**src/rtl/arm_ctrl_pkg.sv**
```systemverilog
// Shared encodings for the ARM pipeline control unit: instruction field
// values, ALU operation codes, flag bit positions, the D->E control bundle
// and the condition-code evaluator.
package arm_ctrl_pkg;

    localparam int ALUCTRL_W = 2;
    localparam int FLAGS_W   = 4;

    // Op field (InstrD[27:26])
    localparam logic [1:0] OP_DP  = 2'b00;
    localparam logic [1:0] OP_MEM = 2'b01;
    localparam logic [1:0] OP_BR  = 2'b10;

    // Data-processing cmd field (Funct[4:1])
    localparam logic [3:0] CMD_AND = 4'b0000;
    localparam logic [3:0] CMD_SUB = 4'b0010;
    localparam logic [3:0] CMD_ADD = 4'b0100;
    localparam logic [3:0] CMD_CMP = 4'b1010;
    localparam logic [3:0] CMD_ORR = 4'b1100;

    // Condition field (InstrD[31:28]); 1111 is "never"
    localparam logic [3:0] COND_EQ = 4'b0000;
    localparam logic [3:0] COND_NE = 4'b0001;
    localparam logic [3:0] COND_CS = 4'b0010;
    localparam logic [3:0] COND_CC = 4'b0011;
    localparam logic [3:0] COND_MI = 4'b0100;
    localparam logic [3:0] COND_PL = 4'b0101;
    localparam logic [3:0] COND_VS = 4'b0110;
    localparam logic [3:0] COND_VC = 4'b0111;
    localparam logic [3:0] COND_HI = 4'b1000;
    localparam logic [3:0] COND_LS = 4'b1001;
    localparam logic [3:0] COND_GE = 4'b1010;
    localparam logic [3:0] COND_LT = 4'b1011;
    localparam logic [3:0] COND_GT = 4'b1100;
    localparam logic [3:0] COND_LE = 4'b1101;
    localparam logic [3:0] COND_AL = 4'b1110;

    // Flag bit positions within {N,Z,C,V}
    localparam int FLAG_N = 3;
    localparam int FLAG_Z = 2;
    localparam int FLAG_C = 1;
    localparam int FLAG_V = 0;

    typedef enum logic [ALUCTRL_W-1:0] {
        ALU_ADD = 2'b00,
        ALU_SUB = 2'b01,
        ALU_AND = 2'b10,
        ALU_ORR = 2'b11
    } alu_ctrl_t;

    // Control bundle carried from Decode into Execute
    typedef struct packed {
        logic       reg_write;
        logic       mem_write;
        logic       mem_to_reg;
        logic       alu_src;
        alu_ctrl_t  alu_control;
        logic [1:0] flag_write;
        logic       branch;
        logic       pcs;
        logic [3:0] cond;
    } ctrl_t;

    function automatic logic cond_holds(input logic [3:0] cond,
                                        input logic [FLAGS_W-1:0] flags);
        logic n, z, c, v, result;
        n = flags[FLAG_N];
        z = flags[FLAG_Z];
        c = flags[FLAG_C];
        v = flags[FLAG_V];
        case (cond)
            COND_EQ: result = z;
            COND_NE: result = ~z;
            COND_CS: result = c;
            COND_CC: result = ~c;
            COND_MI: result = n;
            COND_PL: result = ~n;
            COND_VS: result = v;
            COND_VC: result = ~v;
            COND_HI: result = c & ~z;
            COND_LS: result = ~c | z;
            COND_GE: result = (n == v);
            COND_LT: result = (n != v);
            COND_GT: result = ~z & (n == v);
            COND_LE: result = z | (n != v);
            COND_AL: result = 1'b1;
            default: result = 1'b0;
        endcase
        return result;
    endfunction

endpackage

```
**src/rtl/arm_cond_unit.sv**
```systemverilog
// Execute-stage condition unit: holds the NZCV flags of the last executed
// flag-setting instruction and decides whether the instruction now in
// Execute is allowed to commit its side effects.
module arm_cond_unit
    import arm_ctrl_pkg::*;
(
    input  logic               clk,
    input  logic               reset,
    input  logic [3:0]         cond,
    input  logic [FLAGS_W-1:0] alu_flags,
    input  logic [1:0]         flag_write,
    output logic               cond_ex
);

    logic [FLAGS_W-1:0] flags_e;

    // Condition check uses only the stored flags, never the live ALU flags
    always_comb begin
        cond_ex = cond_holds(cond, flags_e);
    end

    // A passing instruction loads N,Z and/or C,V from the ALU at end of Execute
    always_ff @(posedge clk or negedge reset) begin
        if (!reset) begin
            flags_e <= '0;
        end else if (cond_ex) begin
            if (flag_write[1]) begin
                flags_e[FLAG_N] <= alu_flags[FLAG_N];
                flags_e[FLAG_Z] <= alu_flags[FLAG_Z];
            end
            if (flag_write[0]) begin
                flags_e[FLAG_C] <= alu_flags[FLAG_C];
                flags_e[FLAG_V] <= alu_flags[FLAG_V];
            end
        end
    end

endmodule

```
**src/rtl/arm_pipe_controller.sv**
```systemverilog
// Control unit for the 5-stage pipelined ARM datapath. Decodes InstrD,
// carries control through Execute, Memory and Writeback, and gates the
// committing controls with the Execute-stage condition result.
// Build option ARM_CTRL_EARLY_BRANCH_EN: branches redirect from Execute via
// BranchTakenE instead of writing the PC in Writeback.
module arm_pipe_controller
    import arm_ctrl_pkg::*;
(
    input  logic                 clk,
    input  logic                 reset,
    input  logic [31:0]          InstrD,
    input  logic [FLAGS_W-1:0]   ALUFlags,
    input  logic                 FlushE,
    output logic [1:0]           RegSrcD,
    output logic [1:0]           ImmSrcD,
    output logic                 ALUSrcE,
    output logic [ALUCTRL_W-1:0] ALUControlE,
    output logic                 BranchTakenE,
    output logic                 MemtoRegE,
    output logic                 RegWriteM,
    output logic                 MemWriteM,
    output logic                 MemtoRegW,
    output logic                 RegWriteW,
    output logic                 PCSrcW,
    output logic                 PCWrPendingF
);

    logic [1:0] op;
    logic [5:0] funct;
    logic [3:0] rd;
    logic [3:0] cmd;
    logic       unused_instr;

    ctrl_t ctrl_d;
    ctrl_t ctrl_e;
    logic  cond_ex;
    logic  pcs_into_m;

    logic reg_write_m, mem_write_m, mem_to_reg_m, pcs_m;
    logic reg_write_w, mem_to_reg_w, pcs_w;

    assign op           = InstrD[27:26];
    assign funct        = InstrD[25:20];
    assign rd           = InstrD[15:12];
    assign cmd          = funct[4:1];
    assign unused_instr = ^{InstrD[19:16], InstrD[11:0]};

    // Decode the instruction word into the control bundle and D-stage selects
    always_comb begin
        ctrl_d      = '0;
        ctrl_d.cond = InstrD[31:28];
        RegSrcD     = 2'b00;
        case (op)
            OP_DP: begin
                ctrl_d.alu_src = funct[5];
                case (cmd)
                    CMD_ADD: begin
                        ctrl_d.reg_write   = 1'b1;
                        ctrl_d.alu_control = ALU_ADD;
                        ctrl_d.flag_write  = {funct[0], funct[0]};
                    end
                    CMD_SUB: begin
                        ctrl_d.reg_write   = 1'b1;
                        ctrl_d.alu_control = ALU_SUB;
                        ctrl_d.flag_write  = {funct[0], funct[0]};
                    end
                    CMD_AND: begin
                        ctrl_d.reg_write   = 1'b1;
                        ctrl_d.alu_control = ALU_AND;
                        ctrl_d.flag_write  = {funct[0], 1'b0};
                    end
                    CMD_ORR: begin
                        ctrl_d.reg_write   = 1'b1;
                        ctrl_d.alu_control = ALU_ORR;
                        ctrl_d.flag_write  = {funct[0], 1'b0};
                    end
                    CMD_CMP: begin
                        ctrl_d.alu_control = ALU_SUB;
                        ctrl_d.flag_write  = {funct[0], funct[0]};
                    end
                    default: begin
                        ctrl_d.alu_control = ALU_ADD;
                    end
                endcase
            end
            OP_MEM: begin
                ctrl_d.alu_src     = 1'b1;
                ctrl_d.alu_control = ALU_ADD;
                if (funct[0]) begin
                    ctrl_d.reg_write  = 1'b1;
                    ctrl_d.mem_to_reg = 1'b1;
                end else begin
                    ctrl_d.mem_write = 1'b1;
                    RegSrcD[1]       = 1'b1;
                end
            end
            OP_BR: begin
                ctrl_d.branch      = 1'b1;
                ctrl_d.alu_src     = 1'b1;
                ctrl_d.alu_control = ALU_ADD;
                RegSrcD[0]         = 1'b1;
            end
            default: begin
                ctrl_d.alu_control = ALU_ADD;
            end
        endcase
        ctrl_d.pcs = ((rd == 4'd15) & ctrl_d.reg_write) | ctrl_d.branch;
    end

    assign ImmSrcD = InstrD[25:24];

    // D->E register; a flush inserts a bubble even when a new word is decoded
    always_ff @(posedge clk or negedge reset) begin
        if (!reset) begin
            ctrl_e <= '0;
        end else if (FlushE) begin
            ctrl_e <= '0;
        end else begin
            ctrl_e <= ctrl_d;
        end
    end

    arm_cond_unit u_cond (
        .clk        (clk),
        .reset      (reset),
        .cond       (ctrl_e.cond),
        .alu_flags  (ALUFlags),
        .flag_write (ctrl_e.flag_write),
        .cond_ex    (cond_ex)
    );

`ifdef ARM_CTRL_EARLY_BRANCH_EN
    // Taken branches redirect from Execute, so they never reach the PC write path
    assign BranchTakenE = ctrl_e.branch & cond_ex;
    assign pcs_into_m   = ctrl_e.pcs & cond_ex & ~ctrl_e.branch;
`else
    assign BranchTakenE = 1'b0;
    assign pcs_into_m   = ctrl_e.pcs & cond_ex;
`endif

    // E->M register; committing controls are killed when the condition fails
    always_ff @(posedge clk or negedge reset) begin
        if (!reset) begin
            reg_write_m  <= 1'b0;
            mem_write_m  <= 1'b0;
            mem_to_reg_m <= 1'b0;
            pcs_m        <= 1'b0;
        end else begin
            reg_write_m  <= ctrl_e.reg_write & cond_ex;
            mem_write_m  <= ctrl_e.mem_write & cond_ex;
            mem_to_reg_m <= ctrl_e.mem_to_reg;
            pcs_m        <= pcs_into_m;
        end
    end

    // M->W register for the writeback selects
    always_ff @(posedge clk or negedge reset) begin
        if (!reset) begin
            reg_write_w  <= 1'b0;
            mem_to_reg_w <= 1'b0;
            pcs_w        <= 1'b0;
        end else begin
            reg_write_w  <= reg_write_m;
            mem_to_reg_w <= mem_to_reg_m;
            pcs_w        <= pcs_m;
        end
    end

    assign ALUSrcE      = ctrl_e.alu_src;
    assign ALUControlE  = ctrl_e.alu_control;
    assign MemtoRegE    = ctrl_e.mem_to_reg;
    assign RegWriteM    = reg_write_m;
    assign MemWriteM    = mem_write_m;
    assign MemtoRegW    = mem_to_reg_w;
    assign RegWriteW    = reg_write_w;
    assign PCSrcW       = pcs_w;
    assign PCWrPendingF = ctrl_d.pcs | ctrl_e.pcs | pcs_m;

endmodule

```
**config.mk**
```make
export PLATFORM = sky130hd
export DESIGN_NAME = arm_pipe_controller
export DESIGN_NICKNAME = d
export VERILOG_FILES = /design/src/rtl/arm_ctrl_pkg.sv /design/src/rtl/arm_cond_unit.sv /design/src/rtl/arm_pipe_controller.sv
export SDC_FILE = /design/constraint.sdc
export NUM_CORES = 1
export LEC_CHECK = 0
export BUFFER_PORTS_ARGS = -buffer_cell sky130_fd_sc_hd__buf_4
export CAP_MARGIN = 20
export CORE_MARGIN = 8
export CORE_UTILIZATION = 49
export CTS_CLUSTER_SIZE = 12
export DETAILED_ROUTE_END_ITERATION = 10
export PLACE_DENSITY = 0.83
export SYNTH_ARGS = -nofsm -noshare
export SYNTH_HDL_FRONTEND = slang
export SYNTH_HIERARCHICAL = 1
export SYNTH_SLANG_ARGS = --single-unit
```
**constraint.sdc**
```tcl
create_clock -name clk -period 3.8 [get_ports clk]
set_clock_uncertainty 0.15 [all_clocks]
set_input_delay 0.57 -clock clk [delete_from_list [all_inputs] [get_ports clk]]
set_output_delay 0.57 -clock clk [all_outputs]
set_load 0.005 [all_outputs]
```
== Yosys cells after proc, flatten, opt, wreduce, memory -nomap -nowiden ==
Index checks and enable logic that the tools add are counted.
Widths: inputs -> output; s select.
Word-level totals
  bits in registers: 24
  bits of input ports: 39
Cells by class
  equality and inequality tests: 23
  muxes and demuxes: 14
  bitwise gates (word level): 15
  reduce and logical (&&, ||, !) cells: 10
Operator list (count)
  $eq 4x4->1 const B: 10
  $eq 4x3->1 const B: 5
  $pmux 1 s15: 1
  $mux 14: 1
  $eq 4x2->1 const B: 3
  $logic_not 4->1: 2
  $and 1x1->1: 6
  $mux 2: 3
  $pmux 2 s3: 1
  $reduce_or 2->1: 3
  $mux 1: 5
  $or 1x1->1: 5
  $eq 4x1->1 const B: 1
  $not 1->1: 4
  $pmux 1 s2: 2
  $pmux 2 s2: 1
  $reduce_and 2->1: 2
  $reduce_or 4->1: 1
  $reduce_or 3->1: 1
  $eq 2x1->1 const B: 1
  $eq 2x2->1 const B: 1
  $logic_not 2->1: 1
  $eq 1x1->1: 1
  $ne 1x1->1: 1

== Depth between registers and ports, before layout ==
Gate-level depths: netlist of the first run.
  word-level depth: 8
  mapped depth: 7

== By module ==
Netlist of the first run, hierarchy kept.
Modules (own cells, without submodules)
  arm_pipe_controller: instances 1, cells each 68, area an instance 825.8 um2, seq. area each 500.5 um2
  arm_cond_unit: instances 1, cells each 35, area an instance 360.3 um2, seq. area each 100.1 um2

== Worst setup path before layout of the first run ==
No wires, ideal clock.
  path type: input port to output port
  start point: in InstrD[26]
  end point: out PCWrPendingF
  data arrival time: 1.277 ns
  required time: 3.080 ns
  setup slack: 1.803 ns
  stages: 5
  path buffers: 0
  path through: inv_1 -> ha_1 -> nor2b_1 -> a32oi_1 -> o21ai_1
Between the ends
  cells in the longest elaborated chain, start to end: 6
  elaborated cells on any way between the ends: 9
  those cells by class: eq/ne (2); mux (2); bitwise (4); reduce/logical (1)
RTL lines
  start, declared: RTL line arm_pipe_controller.sv:11  | input logic [31:0] InstrD,
  $eq 2x1->1 or $logic_not 2->1 (tied branches): RTL line arm_pipe_controller.sv:53  | case (op)
  $pmux 1 s2: RTL line arm_pipe_controller.sv:53
  $and 1x1->1: RTL line arm_pipe_controller.sv:107  | ctrl_d.pcs = ((rd == 4'd15) & ctrl_d.reg_write) | ctrl_d.branch;
  $or 1x1->1 *: RTL line arm_pipe_controller.sv:107
  $or 1x1->1 * (2 in series): RTL line arm_pipe_controller.sv:177  | assign PCWrPendingF = ctrl_d.pcs | ctrl_e.pcs | pcs_m;
  end, declared: RTL line arm_pipe_controller.sv:25  | output logic PCWrPendingF
Mark *: on every way between the ends. The rest lies on a longest branch, timed or not.

== Worst setup path in the final report of the first run ==
  start point: in InstrD[27]
  end point: out PCWrPendingF
Same word-level chain as after synthesis.

==> qor_table.md, run 1 <==
| Parameter | This run | Unit |
|:---|:---|:---|
| Initial DRC count | 12 | - |
| Clock Root Buffer | sky130_fd_sc_hd__clkbuf_4 | - |
| Largest net degree at the start of global routing | 25 | - |
| Detailed-router iteration count before antenna repair | 4 | - |
| Detailed route wirelength on metal2 | 1.20 | mm |
| Share of layout cells above drive strength 1 | 35.0 | % |
| EDFF count, synth | 0 | - |
| Period minus WS final | 2.33 | ns |
| Area added between synthesis and finish | 26.7 | % |
| Routed wire length | 2.21 | mm |
| HPWL reported at the end of detailed placement | 1.77 | mm |
| Finished Core Util | 62.9 | % |
| Summed negative setup slack over all endpoints | 0 | ns |
| Post-route clock period utilization | 61.2 | % |
| # clock sinks | 24 | - |
| Final hold violation count | 0 | - |
| Die Span X | 65.2 | um |
| Effective utilization at floorplan | 49.7 | % |
| Via count of the first global-routing pass | 973 | - |
| Number of nets in the final layout | 181 | - |
| GRT Resource Usage Total | 11.7 | % |
| Distinct cells, synth | 38 | - |
| Via density | 5.16 | - |
| Worst endpoint data arrival time | 1.61 | ns |
| Number of instances in the synthesized netlist | 103 | - |
| Setup WS post-layout | 1.47 | ns |
| Avg Inst Size Synth | 11.5 | um2 |
| Count of vias placed by the detailed router | 861 | - |
| Crit-path cells | buf_4, inv_1, ha_1, nor2b_1, a32oi_1, o21ai_1, buf_4 | - |
| Worst-case vdd ir drop | 0.315 | mV |
| Total instance count after detailed placement | 162 | - |
| Power after layout | 0.563 | mW |
| Top metal layer carrying routed signals | met4 | - |
| Post-synth ARST share | 100 | % |
| Met1 Routed Length | 863 | um |
| Cell type of the slowest stage on the worst timing path | sky130_fd_sc_hd__nor2b_1 | - |
| Nets in the synthesized netlist | 146 | - |
| Vertical extent of the die | 65.2 | um |
| Fillers | 204 | - |
| Endpoint kind of the worst setup timing path | output port | - |
| Number of inserted diodes | 0 | - |
| CTS tree | done | - |
| Max-cap check violation count | 0 | - |
| Total of warnings raised by yosys | 6 | - |
| Worst Hold Class | register to register | - |
| Portion of the post-synthesis area used by sequential elements | 50.6 | % |
| Register bit total from synthesis | 24 | - |
| Routability cong. | 0.843 | - |
| Final instance count without filler cells | 167 | - |
| Max Buffers Root-to-Sink | 2 | - |
| Total gr overflow | 0 | - |
| Cell mode on critical path | sky130_fd_sc_hd__buf_4 | - |
| Final setup violating endpoints | 0 | - |
| DRC violation count after routing | 0 | - |
| CP max FO | 4 | - |
| Post-synthesis instance area | 0.00119 | mm2 |
| CP required | 3.08 | ns |
| Number of I/O pins | 54 | - |
| Number of levels the H-tree was split into | 1 | - |
| Worst Setup Start Kind | input pin | - |
| Placement Setup Slack | 1.48 | ns |
| Power per unit of standard cell area | 375 | mW/mm2 |
| Initial antenna violation count | 0 | - |
| Slew Limit Fails | 0 | - |
| Core area | 0.00239 | mm2 |
| Number of nets with antenna violations after routing | 0 | - |
| Number of cells on the worst reg-to-reg path | 6 | - |
| Register clock-pin slew on the reported worst setup and hold paths | 0.13 | ns |
| RSZ-0062 raised after global routing | false | - |
| Setup Crit Path Kind | input pin to output port | - |
| Hold Path Cell Cnt | 0 | - |
| Stage delay of the slowest cell on the critical path | 0.25 | ns |
| PortBufs | 36 | - |
| Length of routed met3 wiring | 79 | um |
| CTS buffer count | 3 | - |
| Leakage Power | 0.724 | nW |
| Avg WL per Cell | 13.2 | um |
| # rows | 18 | - |
| Result of the run | finished, final reports clean | - |
| Clock latency on the worst-skew pair | 0.32 | ns |
| Wire length of the first global-routing pass | 3.99 | mm |
| Commonest register cell after synthesis | sky130_fd_sc_hd__dfrtp_1 | - |
| Total Die Area | 0.00425 | mm2 |
| Achievable Freq | 0.430 | GHz |
[state kept, by name, indices dropped and copies added, names as in the netlist]
register        count
ALUSrcE             1
RegWriteW           1
pcs_m               1
MemtoRegW           1
MemWriteM           1
PCSrcW              1
ctrl_e              9
mem_to_reg_m        1
u_cond/flags_e      4
ALUControlE         2
MemtoRegE           1
RegWriteM           1
[metrics by stage]
stage | cell area, um2 | hold WS [ns]
final | 1500 | 0.227
after CTS | 1500 | 0.232
after global placement | 1440 | 0.185
after global routing | 1500 | 0.249
after detailed placement | 1440 | 0.202
after floorplan | 1190 | 0.124
[routing by layer]
metal	track usage, %	vias up
met5	0	-
met4	8.45	0
met3	2.04	5
met2	21.3	25
met1	11.8	414
li1	-	417
[final timing paths]
kind / from / endpoint / slack [ns]
min in group asynchronous: reset / ALUSrcE / 0.52
hold reg to reg: mem_to_reg_m / MemtoRegW / 0.23
hold / removal: mem_to_reg_m / MemtoRegW / 0.23
setup / recovery: InstrD[27] / PCWrPendingF / 1.47
setup reg to reg: u_cond/flags_e[3] / u_cond/flags_e[0] / 1.76
max in group asynchronous: reset / u_cond/flags_e[0] / 2.75
[logic make-up (layout without fill, tap and decap cells)]
group | Yosys count | count (layout) | share of synthesized area (%)
multiplexers | 5 | 5 | 4.64
AND/OR/NAND/NOR | 36 | 36 | 18.7
other | 1 | 1 | 0.316
flip-flops | 24 | 24 | 50.6
adder cells (fa/ha/maj) | 4 | 4 | 4.22
buffers and inverters | 12 | 46 | 6.12
XOR/XNOR | 4 | 4 | 2.95
AO/OA/AOI/OAI | 17 | 17 | 12.4
[power by group]
group          internal (mW)  total [mW]  switching, mW
Clock                  0.107       0.182         0.0748
Sequential             0.270       0.285         0.0148
Combinational         0.0534      0.0970         0.0436
[layout by cell type, fill, tap and decap left out, types with 2 or more instances in the layout]
cell type	synthesis	final
sky130_fd_sc_hd__and2_1	3	3
sky130_fd_sc_hd__nor2b_1	6	6
sky130_fd_sc_hd__nand2_1	4	4
sky130_fd_sc_hd__clkbuf_4	0	3
sky130_fd_sc_hd__o21ai_2	2	2
sky130_fd_sc_hd__or3b_1	2	2
sky130_fd_sc_hd__nor3b_1	2	2
sky130_fd_sc_hd__mux2_1	4	4
sky130_fd_sc_hd__dfrtp_1	24	24
sky130_fd_sc_hd__xnor2_1	2	2
sky130_fd_sc_hd__xor2_1	2	2
sky130_fd_sc_hd__o21ai_0	2	2
sky130_fd_sc_hd__buf_4	5	36
sky130_fd_sc_hd__nor3_1	4	4
sky130_fd_sc_hd__nor2_1	3	3
sky130_fd_sc_hd__inv_1	5	5
sky130_fd_sc_hd__a21oi_1	5	5
sky130_fd_sc_hd__a32oi_1	2	2
sky130_fd_sc_hd__ha_1	4	4
sky130_fd_sc_hd__nand3b_1	2	2
sky130_fd_sc_hd__nand2b_1	2	2
[worst max-delay path, delay by kind of cell]
family / cells / cell delay [ns]
buffers and inverters: 3 / 0.32
AOI/OAI and AO/OA: 2 / 0.30
and+or+nand+nor: 1 / 0.25
adders and majority gates: 1 / 0.16
[what timing repair did]
action	4_1_cts	5_1_grt
hold endpoints to repair	24	0
buffers inserted	0	0
resized for setup	0	0
hold buffers	1	0
[cells in the mapped netlist, types with 2 or more instances]
| cell | number | area [um2] |
|---|---|---|
| sky130_fd_sc_hd__a32oi_1 | 2 | 17.5 |
| sky130_fd_sc_hd__a21oi_1 | 5 | 25.0 |
| sky130_fd_sc_hd__buf_4 | 5 | 37.5 |
| sky130_fd_sc_hd__ha_1 | 4 | 50.1 |
| sky130_fd_sc_hd__nor3_1 | 4 | 20.0 |
| sky130_fd_sc_hd__nor2_1 | 3 | 11.3 |
| sky130_fd_sc_hd__mux2_1 | 4 | 45.0 |
| sky130_fd_sc_hd__and2_1 | 3 | 18.8 |
| sky130_fd_sc_hd__xor2_1 | 2 | 17.5 |
| sky130_fd_sc_hd__xnor2_1 | 2 | 17.5 |
| sky130_fd_sc_hd__or3b_1 | 2 | 17.5 |
| sky130_fd_sc_hd__inv_1 | 5 | 18.8 |
| sky130_fd_sc_hd__nand3b_1 | 2 | 15.0 |
| sky130_fd_sc_hd__nor3b_1 | 2 | 15.0 |
| sky130_fd_sc_hd__nand2b_1 | 2 | 12.5 |
| sky130_fd_sc_hd__o21ai_0 | 2 | 10.0 |
| sky130_fd_sc_hd__dfrtp_1 | 24 | 601 |
| sky130_fd_sc_hd__o21ai_2 | 2 | 17.5 |
| sky130_fd_sc_hd__nor2b_1 | 6 | 37.5 |
| sky130_fd_sc_hd__nand2_1 | 4 | 15.0 |
[area by class of cell]
type                    instances  area (um2)  share of cell area, %
well taps                      30        37.5                   2.50
clock buffers                   3        22.5                   1.50
multi-input cells              67         513                   34.1
flip-flops and latches         24         601                   40.0
clock inverters                 1        30.0                   2.00
inverters                       5        18.8                   1.25
repair buffers                 37         280                   18.7
Power figures use the tool's default switching activity.
==> run 2: changes to the inputs <==
--- a/config.mk
+++ b/config.mk
@@ -5,13 +5,14 @@
 export SDC_FILE = /design/constraint.sdc
 export NUM_CORES = 1
 export LEC_CHECK = 0
+export ABC_AREA = 1
 export BUFFER_PORTS_ARGS = -buffer_cell sky130_fd_sc_hd__buf_4
 export CAP_MARGIN = 20
 export CORE_MARGIN = 8
-export CORE_UTILIZATION = 49
+export CORE_UTILIZATION = 46
 export CTS_CLUSTER_SIZE = 12
 export DETAILED_ROUTE_END_ITERATION = 10
-export PLACE_DENSITY = 0.83
+export PLACE_DENSITY = 0.78
 export SYNTH_ARGS = -nofsm -noshare
 export SYNTH_HDL_FRONTEND = slang
 export SYNTH_HIERARCHICAL = 1
==> constraint.sdc (replaced) <==
create_clock -name clk -period 2.2 [get_ports clk]
set_clock_uncertainty 0.15 [all_clocks]
set_input_delay 0.33 -clock clk [delete_from_list [all_inputs] [get_ports clk]]
set_output_delay 0.33 -clock clk [all_outputs]
set_load 0.005 [all_outputs]
==> run 2 against run 1 <==
- register-to-register slack got worse by 1.2 ns
- sequential share of layout area down 1.6 points
- largest cell class unchanged
- sequential power grew 78%
- core utilization fell by 4.2 points
- highest routed layer unchanged
- power grew 79%
==> qor_table.md, run 2 <==
| Parameter | This run | Unit |
|:---|:---|:---|
| Part of the total power dissipated in sequential elements | 50.2 | % |
| Number of nets with antenna violations after routing | 0 | - |
| Final hold violation count | 0 | - |
| Detailed-router iteration count before antenna repair | 4 | - |
| Register clock-pin slew on the reported worst setup and hold paths | 0.13 | ns |
| CTS tree | done | - |
| Total Die Area | 0.00460 | mm2 |
| Worst min-delay path startpoint | InstrD[20] | - |
| Avg Inst Size Synth | 7.82 | um2 |
| Max-cap check violation count | 0 | - |
| Total of warnings raised by yosys | 6 | - |
| Post-route clock period utilization | 80.6 | % |
| Clock Power Share | 30.4 | % |
| Effective utilization at floorplan | 46.4 | % |
| GRT Resource Usage Total | 12.5 | % |
| Number of inserted diodes | 0 | - |
| Number of I/O pins | 54 | - |
| CP max FO | 4 | - |
| Setup Crit Path Kind | input pin to output port | - |
| Stage delay of the slowest cell on the critical path | 0.22 | ns |
| HPWL reported at the end of detailed placement | 2.14 | mm |
| Clock Root Buffer | sky130_fd_sc_hd__clkbuf_4 | - |
| Most frequent standard cell in the layout excluding fill and tap cells | sky130_fd_sc_hd__nand2_1 | - |
| Switching power summed over all nets | 0.267 | mW |
| Routability cong. | 0.883 | - |
| R2r setup slk | 0.56 | ns |
| Crit-path cells | buf_4, inv_1, ha_1, inv_1, a21oi_2, nand2_1, nand2_1, nand2_2, nand3_1, buf_4 | - |
| Number of flip-flops in the largest register | 9 | - |
| # clock sinks | 24 | - |
| Leading cell type by number of instances after synthesis | sky130_fd_sc_hd__nand2_1 | - |
| Largest register by flop count | ctrl_e | - |
| Worst-case vdd ir drop | 0.484 | mV |
| Proportion of total power due to net switching | 26.4 | % |
| PortBufs | 36 | - |
| # rows | 19 | - |
| Core area | 0.00266 | mm2 |
| Min-Delay Endpoint | ctrl_e[12] | - |
| CTS resizes | 0 | - |
| Avg WL per Cell | 11.6 | um |
| Area share of the leading cell type in the synthesized netlist | 48.6 | % |
| Routed wire length | 2.60 | mm |
| Clock latency on the worst-skew pair | 0.30 | ns |
| EDFF count, synth | 0 | - |
| CP required | 1.72 | ns |
| Total gr overflow | 0 | - |
| Standard cell area after detailed placement | 0.00150 | mm2 |
| Endpoint kind of the worst setup timing path | output port | - |
| Summed negative setup slack over all endpoints | 0 | ns |
| Nets in the synthesized netlist | 201 | - |
| Power per unit of standard cell area | 645 | mW/mm2 |
| Worst endpoint data arrival time | 1.29 | ns |
| Share of layout cells above drive strength 1 | 25.9 | % |
| Initial DRC count | 47 | - |
| Dominant cells by area after synthesis | sky130_fd_sc_hd__dfrtp_1, sky130_fd_sc_hd__nand2_1, sky130_fd_sc_hd__nand3_1, sky130_fd_sc_hd__inv_1, sky130_fd_sc_hd__nor2_1 | - |
| Number of instances in the synthesized netlist | 158 | - |
| Result of the run | finished, final reports clean | - |
| Leakage Power | 0.902 | nW |
| Register bit total from synthesis | 24 | - |
| CTS buffer count | 3 | - |
| RR Endpoint | u_cond/flags_e[3] | - |
| Die Span X | 67.8 | um |
| Achievable Freq | 0.564 | GHz |
| Number of cells on the worst reg-to-reg path | 11 | - |
| Commonest register cell after synthesis | sky130_fd_sc_hd__dfrtp_1 | - |
| Commonest non-fill, non-tap cells in the layout | sky130_fd_sc_hd__nand2_1, sky130_fd_sc_hd__buf_4, sky130_fd_sc_hd__dfrtp_1 | - |
| Post-synthesis instance area | 0.00124 | mm2 |
| DRC violation count after routing | 0 | - |
| Slew Limit Fails | 0 | - |
| Worst Setup Start Kind | input pin | - |
| Area added between synthesis and finish | 26.6 | % |
| Max Buffers Root-to-Sink | 2 | - |
| Period minus WS final | 1.77 | ns |
| Wire length of the first global-routing pass | 4.57 | mm |
| Portion of the post-synthesis area used by sequential elements | 48.6 | % |
| Design Area, Final | 0.00157 | mm2 |
| Post-synth ARST share | 100 | % |
| Gate power share | 19.4 | % |
| Internal power summed over all cells | 0.743 | mW |
| Number of nets in the final layout | 237 | - |
| Cell taking the most area after synthesis | sky130_fd_sc_hd__dfrtp_1 | - |
| Hold Path Cell Cnt | 2 | - |
| Final setup violating endpoints | 0 | - |
| Distinct cells, synth | 18 | - |
| Number of levels the H-tree was split into | 1 | - |
| Worst Hold Class | input pin to register | - |
| Vertical extent of the die | 67.8 | um |
| RSZ-0062 raised after global routing | false | - |
| Via count of the first global-routing pass | 1192 | - |
| Largest net degree at the start of global routing | 25 | - |
| Initial antenna violation count | 0 | - |
| Count of vias placed by the detailed router | 1076 | - |
| Via density | 4.80 | - |
| Worst flop-to-flop path startpoint | ctrl_e[2] | - |
| Cell type of the slowest stage on the worst timing path | sky130_fd_sc_hd__ha_1 | - |
| Most instantiated cells after synthesis | sky130_fd_sc_hd__nand2_1, sky130_fd_sc_hd__dfrtp_1, sky130_fd_sc_hd__inv_1, sky130_fd_sc_hd__nor2_1, sky130_fd_sc_hd__nand3_1 | - |
## run 2: worst max-delay path, delay by kind of cell
| family | cells | cell delay [ns] |
|---|---|---|
| buffers and inverters | 4 | 0.37 |
| AND/OR/NAND/NOR | 4 | 0.28 |
| adder cells (fa/ha/maj) | 1 | 0.22 |
| AO/OA/AOI/OAI | 1 | 0.09 |
## run 2: cell families (layout without fill, tap and decap cells)
family          Yosys count  after routing  share of synthesized area [%]
compound gates           10             10                           4.86
buf+inv                  30             65                           10.7
flops                    24             24                           48.6
fa+ha+maj                 4              4                           4.05
other cells               1              1                          0.303
simple gates             89             89                           31.5
## run 2: power by group through the flow
stage | clock (mW) | combinational [mW] | sequential, mW
floorplan | 0 | 0.118 | 0.506
global placement | 0 | 0.184 | 0.513
detailed placement | 0 | 0.196 | 0.515
CTS | 0.313 | 0.198 | 0.506
global route | 0.335 | 0.222 | 0.511
finish | 0.307 | 0.196 | 0.507
## run 2: per-layer routing
metal,routed length (um),GRT usage [%],vias to the layer above
li1,-,-,551
met1,1030,12.2,484
met2,1390,23.3,37
met3,127,2.62,4
met4,43,7.93,0
met5,0,0,-
## run 2: through the flow
step / util [%] / hold slack, ns / setup WS (ns) / total power, mW / cells
after floorplan: - / -0.116 / 0.751 / 0.625 / 158
after global placement: 56.4 / 0.0857 / 0.451 / 0.697 / 219
after detailed placement: 56.4 / 0.0872 / 0.442 / 0.711 / 219
after CTS: 58.8 / 0.0344 / 0.427 / 1.02 / 224
after global routing: 58.8 / 0.0262 / 0.323 / 1.07 / 224
final: 58.8 / 0.0421 / 0.427 / 1.01 / 224
## run 2: repair_timing
action                    in CTS  in global routing
hold endpoints to repair      24                  0
hold buffers                   1                  0
setup buffers                  0                  0
## run 2: worst max-delay path by stage
stage / startpoint / endpoint / slack [ns] / cells past startpoint
6_report: InstrD[26] / PCWrPendingF / 0.43 / 10
5_1_grt: InstrD[26] / PCWrPendingF / 0.32 / 10
4_1_cts: InstrD[26] / PCWrPendingF / 0.43 / 10
3_5_place_dp: InstrD[26] / PCWrPendingF / 0.44 / 10
3_3_place_gp: InstrD[26] / PCWrPendingF / 0.45 / 10
2_1_floorplan: InstrD[26] / PCWrPendingF / 0.75 / 8
## run 2: cell type report
cell class,instances,area (um2)
clock buffer,3,22.5
clock inverter,1,30.0
fill,237,1100
inverter,24,90.1
multi-input combinational,104,503
sequential,24,601
tap,31,38.8
timing repair buffer,37,280
==> run 3: changes to the inputs <==
--- a/config.mk
+++ b/config.mk
@@ -9,10 +9,10 @@
 export BUFFER_PORTS_ARGS = -buffer_cell sky130_fd_sc_hd__buf_4
 export CAP_MARGIN = 20
 export CORE_MARGIN = 8
-export CORE_UTILIZATION = 46
+export CORE_UTILIZATION = 42
 export CTS_CLUSTER_SIZE = 12
 export DETAILED_ROUTE_END_ITERATION = 10
-export PLACE_DENSITY = 0.78
+export PLACE_DENSITY = 0.75
 export SYNTH_ARGS = -nofsm -noshare
 export SYNTH_HDL_FRONTEND = slang
 export SYNTH_HIERARCHICAL = 1
==> constraint.sdc (replaced) <==
create_clock -name clk -period 1.5 [get_ports clk]
set_clock_uncertainty 0.15 [all_clocks]
set_input_delay 0.225 -clock clk [delete_from_list [all_inputs] [get_ports clk]]
set_output_delay 0.225 -clock clk [all_outputs]
set_load 0.005 [all_outputs]
==> run 3 against run 2 <==
- the run now ends with negative hold slack, negative setup slack left
- sequential power increased by 49%
- routed wire length increased by 30%
- largest cell class is now multi-input gates
- cell area increased by 20%
==> qor_table.md, run 3 (same netlist as run 2, synthesis figures left out) <==
| Parameter | This run | Unit |
|:---|:---|:---|
| Result of the run | finished, violations left | - |
| Violations in the final reports | negative hold slack, negative setup slack | - |
| Vertical extent of the die | 70.3 | um |
| Top Family by Delay on Critical Path | simple AND/OR/NAND/NOR gates | - |
| Final setup violating endpoints | 7 | - |
| Number of nets with antenna violations after routing | 0 | - |
| Routed wire length | 3.37 | mm |
| Worst endpoint data arrival time | 1.69 | ns |
| CP endpoint | u_cond/flags_e[2] | - |
| CP required | 1.60 | ns |
| CTS buffer count | 3 | - |
| Setup Crit Path Kind | register to register | - |
| Power per unit of standard cell area | 871 | mW/mm2 |
| Register clock-pin slew on the reported worst setup and hold paths | 0.13 | ns |
| Post-route clock period utilization | 106 | % |
| CP max FO | 4 | - |
| Worst-case vdd ir drop | 0.734 | mV |
| Stage delay of the slowest cell on the critical path | 0.47 | ns |
| Area added between synthesis and finish | 52.1 | % |
| Initial DRC count | 63 | - |
| Worst setup path startpoint | ctrl_e[3] | - |
| Critical path depth | 10 | - |
| Number of flip-flops in the largest register | 9 | - |
| Cell type of the slowest stage on the worst timing path | sky130_fd_sc_hd__dfrtp_2 | - |
| Most frequent standard cell in the layout excluding fill and tap cells | sky130_fd_sc_hd__buf_4 | - |
| Worst Hold Class | input pin to register | - |
| Via count of the first global-routing pass | 1340 | - |
| Final hold violation count | 1 | - |
| # clock sinks | 24 | - |
| Crit-path cells | buf_6, a21oi_2, nor2_1, nand2_1, nand2_2, nor2_4, nand2_4, nand2_2, nand2_1, nand2_1 | - |
| RSZ-0062 raised after global routing | true | - |
| GRT Resource Usage Total | 13.3 | % |
| Leakage Power | 1.01 | nW |
| Total Die Area | 0.00494 | mm2 |
| # rows | 19 | - |
| Avg WL per Cell | 13.8 | um |
| Clock latency on the worst-skew pair | 0.31 | ns |
| Slew Limit Fails | 0 | - |
| Detailed-router iteration count before antenna repair | 4 | - |
| Number of cells on the worst reg-to-reg path | 10 | - |
| Period minus WS final | 1.59 | ns |
| Via density | 5.13 | - |
| Largest net degree at the start of global routing | 25 | - |
| Worst Setup Start Kind | register | - |
| CTS tree | done | - |
| PortBufs | 36 | - |
| RR Endpoint | u_cond/flags_e[2] | - |
| Endpoint kind of the worst setup timing path | register | - |
| Max-cap check violation count | 0 | - |
| Number of inserted diodes | 0 | - |
| Worst flop-to-flop path startpoint | ctrl_e[3] | - |
| Core area | 0.00278 | mm2 |
| Share of layout cells above drive strength 1 | 46.3 | % |
| HPWL reported at the end of detailed placement | 2.18 | mm |
| Number of nets in the final layout | 258 | - |
| Max Buffers Root-to-Sink | 2 | - |
| Setup WS post-layout | -0.0928 | ns |
| Summed negative setup slack over all endpoints | -0.339 | ns |
| Routability cong. | 0.893 | - |
| Cell mode on critical path | sky130_fd_sc_hd__nand2_1 | - |
| Effective utilization at floorplan | 44.4 | % |
| Count of vias placed by the detailed router | 1256 | - |
| Wire length of the first global-routing pass | 5.54 | mm |
| Number of I/O pins | 54 | - |
| Achievable Freq | 0.628 | GHz |
| CP Buf/Inv Count | 1 | - |
| Number of levels the H-tree was split into | 1 | - |
| Hold WS | -0.000932 | ns |
| Initial antenna violation count | 0 | - |
| DRC violation count after routing | 0 | - |
| Commonest non-fill, non-tap cells in the layout | sky130_fd_sc_hd__buf_4, sky130_fd_sc_hd__nand2_1, sky130_fd_sc_hd__dfrtp_1 | - |
| Clock Root Buffer | sky130_fd_sc_hd__clkbuf_4 | - |
| R2r setup slk | -0.09 | ns |
| Total gr overflow | 0 | - |
| Largest register by flop count | ctrl_e | - |
| Fillers | 191 | - |
| Die Span X | 70.3 | um |
## run 3: changes by cell type in the layout (fill, tap and decap cells not counted), moves of 6 or more
cell / before / now
sky130_fd_sc_hd__buf_4: 36 / 44
sky130_fd_sc_hd__dlygate4sd3_1: 1 / 10
sky130_fd_sc_hd__inv_1: 22 / 15
sky130_fd_sc_hd__inv_2: 2 / 8
sky130_fd_sc_hd__nand2_1: 41 / 31
sky130_fd_sc_hd__nand2_2: 4 / 13
sky130_fd_sc_hd__nand3_1: 17 / 11
sky130_fd_sc_hd__nand3_2: 0 / 6
sky130_fd_sc_hd__nor2_1: 20 / 13
## run 3: worst min-delay path by stage
| stage | from | endpoint | depth (start not counted) |
|---|---|---|---|
| floorplan | reset | ALUControlE[0] | 0 |
| global placement | reset | pcs_m | 1 |
| detailed placement | reset | ctrl_e[4] | 1 |
| global route | ALUFlags[1] | u_cond/flags_e[1] | 3 |
| CTS | ALUFlags[1] | u_cond/flags_e[1] | 3 |
| finish | ALUFlags[1] | u_cond/flags_e[1] | 3 |
## run 3: where the power goes
group / switching (mW) / internal [mW] / total, mW
clock network: 0.186 / 0.270 / 0.456
registers: 0.0625 / 0.694 / 0.757
logic: 0.222 / 0.203 / 0.424
total: 0.470 / 1.17 / 1.64
## run 3: metal layers
layer | vias to the layer above | track usage (%) | share of wire, %
met5 | - | 0 | 0
met1 | 589 | 13.3 | 37
met4 | 0 | 5.13 | 4.2
met3 | 20 | 2.12 | 3.0
met2 | 52 | 26.1 | 55
li1 | 595 | - | -
## run 3: repair_timing
action | CTS | global route
endpoints found under the hold margin | 34 | 0
pin swaps | 5 | 12
setup buffers | 2 | 3
hold buffers | 12 | 0
endpoints found under the setup margin | 5 | 11
resized for setup | 18 | 29
gates cloned | 1 | 0
## run 3: layout make-up
cell class	count	area [um2]	area share [%]
inverters	24	92.6	4.92
clock inverters	1	30.0	1.60
multi-input cells	105	627	33.3
flip-flops and latches	24	606	32.2
clock buffers	3	22.5	1.20
repair buffers	57	464	24.7
well taps	31	38.8	2.06
## run 3: metrics by stage
step | power, mW | cells | area (um2) | worst slack [ns] | util (%)
2_1_floorplan | 0.916 | 158 | 1240 | 0.103 | -
4_1_cts | 1.58 | 244 | 1800 | -0.0149 | 64.6
3_5_place_dp | 1.05 | 225 | 1550 | -0.0687 | 55.6
6_report | 1.64 | 245 | 1880 | -0.0928 | 67.6
3_3_place_gp | 1.03 | 225 | 1550 | -0.0265 | 55.6
5_1_grt | 1.72 | 245 | 1880 | -0.155 | 67.6
## run 3: worst register-to-register path: stages, from the launching register on
cell	delay, ns
sky130_fd_sc_hd__dfrtp_2	0.47
sky130_fd_sc_hd__buf_6	0.14
sky130_fd_sc_hd__a21oi_2	0.12
sky130_fd_sc_hd__nor2_1	0.06
sky130_fd_sc_hd__nand2_1	0.08
sky130_fd_sc_hd__nand2_2	0.06
sky130_fd_sc_hd__nor2_4	0.16
sky130_fd_sc_hd__nand2_4	0.09
sky130_fd_sc_hd__nand2_2	0.07
sky130_fd_sc_hd__nand2_1	0.06
sky130_fd_sc_hd__nand2_1	0.07
